File: config.mk
export PLATFORM = sky130hd
export DESIGN_NAME = regfile_write_arbiter
export DESIGN_NICKNAME = d
export VERILOG_FILES = /design/src/rtl/regfile_write_arbiter.sv
export SDC_FILE = /design/constraint.sdc
export NUM_CORES = 1
export LEC_CHECK = 0
export ABC_AREA = 0
export BUFFER_PORTS_ARGS = -buffer_cell sky130_fd_sc_hd__buf_4
export CAP_MARGIN = 20
export CORE_UTILIZATION = 41
export DETAILED_ROUTE_END_ITERATION = 6
export PLACE_DENSITY = 0.78
export SLEW_MARGIN = 10
export SYNTH_ARGS = -nofsm -noshare
export SYNTH_HDL_FRONTEND = slang
export SYNTH_SLANG_ARGS = --single-unit
File: constraint.sdc
create_clock -name clk -period 2.5 [get_ports clk]
set_input_delay 0.75 -clock clk [delete_from_list [all_inputs] [get_ports clk]]
set_output_delay 0.75 -clock clk [all_outputs]
set_load 0.05 [all_outputs]
File: src/rtl/regfile_write_arbiter.sv
// regfile_write_arbiter: shares the register file write port among NUM_REQ
// writers (optional fixed-priority requester, otherwise round-robin).
module regfile_write_arbiter #(
   parameter int NUM_REQ  = 3,
   parameter int PRIO_REQ = NUM_REQ,
   parameter int DATA_W   = 8,
   parameter int ADDR_W   = 2
) (
   input  logic                      clk,
   input  logic                      reset,
   input  logic                      hold,
   input  logic [NUM_REQ-1:0]        req_valid,
   input  logic [NUM_REQ*ADDR_W-1:0] req_addr,
   input  logic [NUM_REQ*DATA_W-1:0] req_data,
   output logic [NUM_REQ-1:0]        req_ready,
   output logic                      rf_write_enable,
   output logic [ADDR_W-1:0]         rf_write_addr,
   output logic [DATA_W-1:0]         rf_write_data,
   output logic [2**ADDR_W-1:0]      pending_mask
);
   localparam int PTR_W    = $clog2(NUM_REQ);
   localparam bit PRIO_EN  = PRIO_REQ < NUM_REQ;
   localparam int PRIO_IDX = PRIO_EN ? PRIO_REQ : 0;
   localparam logic [PTR_W-1:0] LAST = PTR_W'(NUM_REQ - 1);

   typedef struct packed {
      logic              valid;
      logic [ADDR_W-1:0] addr;
      logic [DATA_W-1:0] data;
   } stage_t;

   logic [ADDR_W-1:0] addr_a [NUM_REQ];
   logic [DATA_W-1:0] data_a [NUM_REQ];
   logic [PTR_W-1:0]  rr_ptr, rr_next, win_idx, hi_idx, lo_idx;
   logic              hit_hi, hit_lo, prio_hit;
   logic              any_grant, rr_grant;
   stage_t            stage_q, stage_d;

   for (genvar g = 0; g < NUM_REQ; g++) begin : g_unpack
      assign addr_a[g] = req_addr[g*ADDR_W +: ADDR_W];
      assign data_a[g] = req_data[g*DATA_W +: DATA_W];
   end

   // hi: first valid at or above rr_ptr; lo: first valid overall (wrap)
   always_comb begin
      hit_hi = 1'b0;
      hit_lo = 1'b0;
      hi_idx = '0;
      lo_idx = '0;
      for (int i = NUM_REQ - 1; i >= 0; i--) begin
         if (req_valid[i]) begin
            hit_lo = 1'b1;
            lo_idx = PTR_W'(i);
         end
         if (req_valid[i] && (PTR_W'(i) >= rr_ptr)) begin
            hit_hi = 1'b1;
            hi_idx = PTR_W'(i);
         end
      end
   end

   always_comb begin
      prio_hit  = PRIO_EN && req_valid[PRIO_IDX];
      any_grant = 1'b0;
      rr_grant  = 1'b0;
      win_idx   = '0;
      if (!reset && !hold) begin
         if (prio_hit) begin
            any_grant = 1'b1;
            win_idx   = PTR_W'(PRIO_IDX);
         end else if (hit_lo) begin
            any_grant = 1'b1;
            rr_grant  = 1'b1;
            win_idx   = hit_hi ? hi_idx : lo_idx;
         end
      end
   end

   assign rr_next = (win_idx == LAST) ? '0 : win_idx + PTR_W'(1);

   always_comb begin
      req_ready = '0;
      if (any_grant)
         req_ready[win_idx] = 1'b1;
   end

   always_comb begin
      stage_d       = stage_q;
      stage_d.valid = any_grant;
      if (any_grant) begin
         stage_d.addr = addr_a[win_idx];
         stage_d.data = data_a[win_idx];
      end
   end

   always_ff @(posedge clk) begin
      if (reset) begin
         stage_q <= '0;
         rr_ptr  <= '0;
      end else begin
         stage_q <= stage_d;
         if (rr_grant)
            rr_ptr <= rr_next;
      end
   end

   assign rf_write_enable = stage_q.valid;
   assign rf_write_addr   = stage_q.addr;
   assign rf_write_data   = stage_q.data;

   always_comb begin
      pending_mask = '0;
      if (stage_q.valid)
         pending_mask[stage_q.addr] = 1'b1;
      for (int i = 0; i < NUM_REQ; i++)
         if (req_valid[i])
            pending_mask[addr_a[i]] = 1'b1;
   end
endmodule
==> run metrics <==
Via Count=1086; chip width=around 48 um; final period utilization=0.971; dpl hpwl=2130 um; status=complete, no violations; Ant. Diodes=0; ys async rst share=0; area leader, netlist=dfxtp_1; VDD IR-drop max=0.315 mV; Die Y=47.7 um; syn nets=137; layout cell share with drive strength beyond 1=0.475; Final TNS setup=0 ns; first-pass GRT wire length=4090 um; final instance area=approximately 1400 um^2; final setup margin=0.0737 ns; CTS tree=done; CTS Buf Count=3; Initial Util=0.436; Core ar.=1960 um^2; worst hold endpoint=rf_write_data[1]$_SDFFE_PP0P_; RSZ-0062 raised after global routing=no; Post-Synthesis Cell Area=856 um^2; clk_skew=0.000436 ns; WP data required=1.75 ns; CP Class=in2out; Final ANT Viol Nets=0; Area Overhead vs Synth=59.2%; Lkg Pwr=0.592 nW; critical path arrival=1.68 ns; DRC viols=0; HP Class=reg2reg; Total Nets Final=approximately 200; Die ar.=2270 um^2; fin crit period=~2.4 ns; CTS resizes=0; io pins=54; Total GRT Usage=0.260; Setup Buffers After CTS=0; DR WL/cell=14.9 um; Final Slew Violations=0; hold path start=rf_write_data[1]$_SDFFE_PP0P_; Clock Tree Root=clkbuf_4; Ys Warns=0; top-area cell type share of the netlist area=0.304; Startpoint Class=input pin; DRT iter0 DRCs=14; number of global-route vias before repair=approximately 940; logic depth of the worst register-to-register path=5; Worst Tran Pin Value=0.296 ns; sequential fraction of the synthesis area=0.304; Cell Pwr Density=~470 nW/um^2; Longest Clk Path Bufs=2; DR vias/cell=around 5.8; Final Setup Violations=0; Mapped Cells=101; Clock Sinks=13; routability cong.=0.880; worst hold path cell count=2; Post-Route WL=2790 um; Power, Total=0.000640 W; Fin. Hold Viols=0; clock transition at the registers of the reported paths=0.08 ns; unique cell type count in the Yosys netlist=38; Worst-Skew Late Latency=0.27 ns; H-tree depth=1; Yosys reg bits=13; initial antenna violation count=0; top cells by area, synth=dfxtp_1 30%, a32oi_1 7.2%, a22oi_1 5.3%, nand2_1 4.8%, o21ai_0 3.5%; Primary FF master, synth=dfxtp_1; dpl ws=0.0712 ns; GRT Residual Overflow=0; number of I/O port buffers=53; Fmax=about 400 MHz; DR pass1 iterations=4; Filler cells=180; R2R Setup Slk=0.93 ns; CTS Hold Bufs=0; worst-path fanout max=4; Worst slew margin=0.802; syn avg cell area=8.47 um^2; Max Cap Violations=0; Placement Cell Area=1340 um^2; crit end category=output port; Post-synth EDFFs=0; FF-to-FF Start=rr_ptr[1]$_SDFFE_PP0P_; reg2reg end=rf_write_data[7]$_SDFFE_PP0P_; largest net degree at the start of global routing=16; row count=16
==> cells in the mapped netlist (all sizes together), types with 3 or more instances <==
| cell type | n |
|---|---|
| nand3 | 3 |
| inv | 3 |
| a21oi | 4 |
| nand2 | 11 |
| o21ai | 7 |
| nor3b | 3 |
| buf | 5 |
| nand4 | 4 |
| a32oi | 7 |
| nor2 | 6 |
| dfxtp | 13 |
| a22oi | 6 |
| nand3b | 3 |
==> worst max-delay path: stages <==
cell and delay (ns):
buf_4 0.12, nor3b_2 0.17, nor4_2 0.26, and2_2 0.19, buf_4 0.19
==> state kept, by name, indices dropped and copies added, names as in the netlist <==
signal,flops
rf_write_addr,2
rf_write_enable,1
rf_write_data,8
rr_ptr,2
==> cell type report <==
cell class                      instances  area (um^2)  share of cell area
Clock buffer                            4         26.3              0.0193
Multi-Input combinational cell         79          573               0.421
Sequential cell                        13          260               0.191
Timing Repair Buffer                   61          458               0.336
Tap cell                               27         33.8              0.0248
Inverter                                3         11.3             0.00826
==> worst max path at each step <==
stage / startpoint / end / slack (ns) / cells past startpoint
after floorplan: req_valid[1] / pending_mask[2] / -0.07 / 4
after global placement: req_valid[0] / req_ready[2] / 0.09 / 5
after detailed placement: req_valid[0] / req_ready[2] / 0.07 / 5
after CTS: req_valid[0] / req_ready[2] / 0.07 / 5
after global routing: req_valid[0] / req_ready[2] / 0.01 / 5
final: req_valid[0] / req_ready[2] / 0.07 / 5
==> cells by family after synthesis <==
kind of cell,Yosys count,synth area share
simple gates,41,0.287
compound gates,38,0.349
flops,13,0.304
buf+inv,9,0.0599
==> report_power, final <==
group	switching (W)	internal, W
sequential	0.0000152	0.000224
clock	0.0000692	0.0000618
combinational	0.000161	0.000109
==> per-layer routing <==
metal / up-vias / global-route usage / share of wire
li1: 518 / - / -
met1: 527 / 0.319 / 0.42
met2: 37 / 0.451 / 0.53
met4: 0 / 0.100 / 0.014
met5: - / 0 / 0
met3: 4 / 0.0453 / 0.039
==> layout by cell type (no fill, tap or decap), types with 2 or more instances in the layout <==
| cell | Yosys | final |
|---|---|---|
| buf_4 | 2 | 61 |
| dfxtp_1 | 13 | 13 |
| nand2_1 | 11 | 10 |
| a32oi_1 | 7 | 7 |
| nor2_1 | 6 | 6 |
| a22oi_1 | 6 | 6 |
| o21ai_0 | 6 | 6 |
| nand4_1 | 4 | 4 |
| nand3b_1 | 3 | 3 |
| inv_1 | 3 | 3 |
| nand3_1 | 3 | 3 |
| a21oi_1 | 3 | 3 |
| clkbuf_4 | 0 | 3 |
| nand2b_1 | 2 | 2 |
| a31oi_1 | 2 | 2 |
| nor3b_1 | 2 | 2 |
| a32o_1 | 2 | 2 |
| a221o_1 | 2 | 2 |
| o2111ai_1 | 2 | 2 |
==> metrics by stage <==
step / cells / hold slack, ns / util
global route: 187 / 0.523 / 0.695
global placement: 183 / 0.442 / 0.681
CTS: 187 / 0.476 / 0.695
finish: 187 / 0.470 / 0.695
detailed placement: 183 / 0.457 / 0.681
floorplan: 101 / 0.569 / -
No activity file was read; power rests on OpenSTA's default activity.
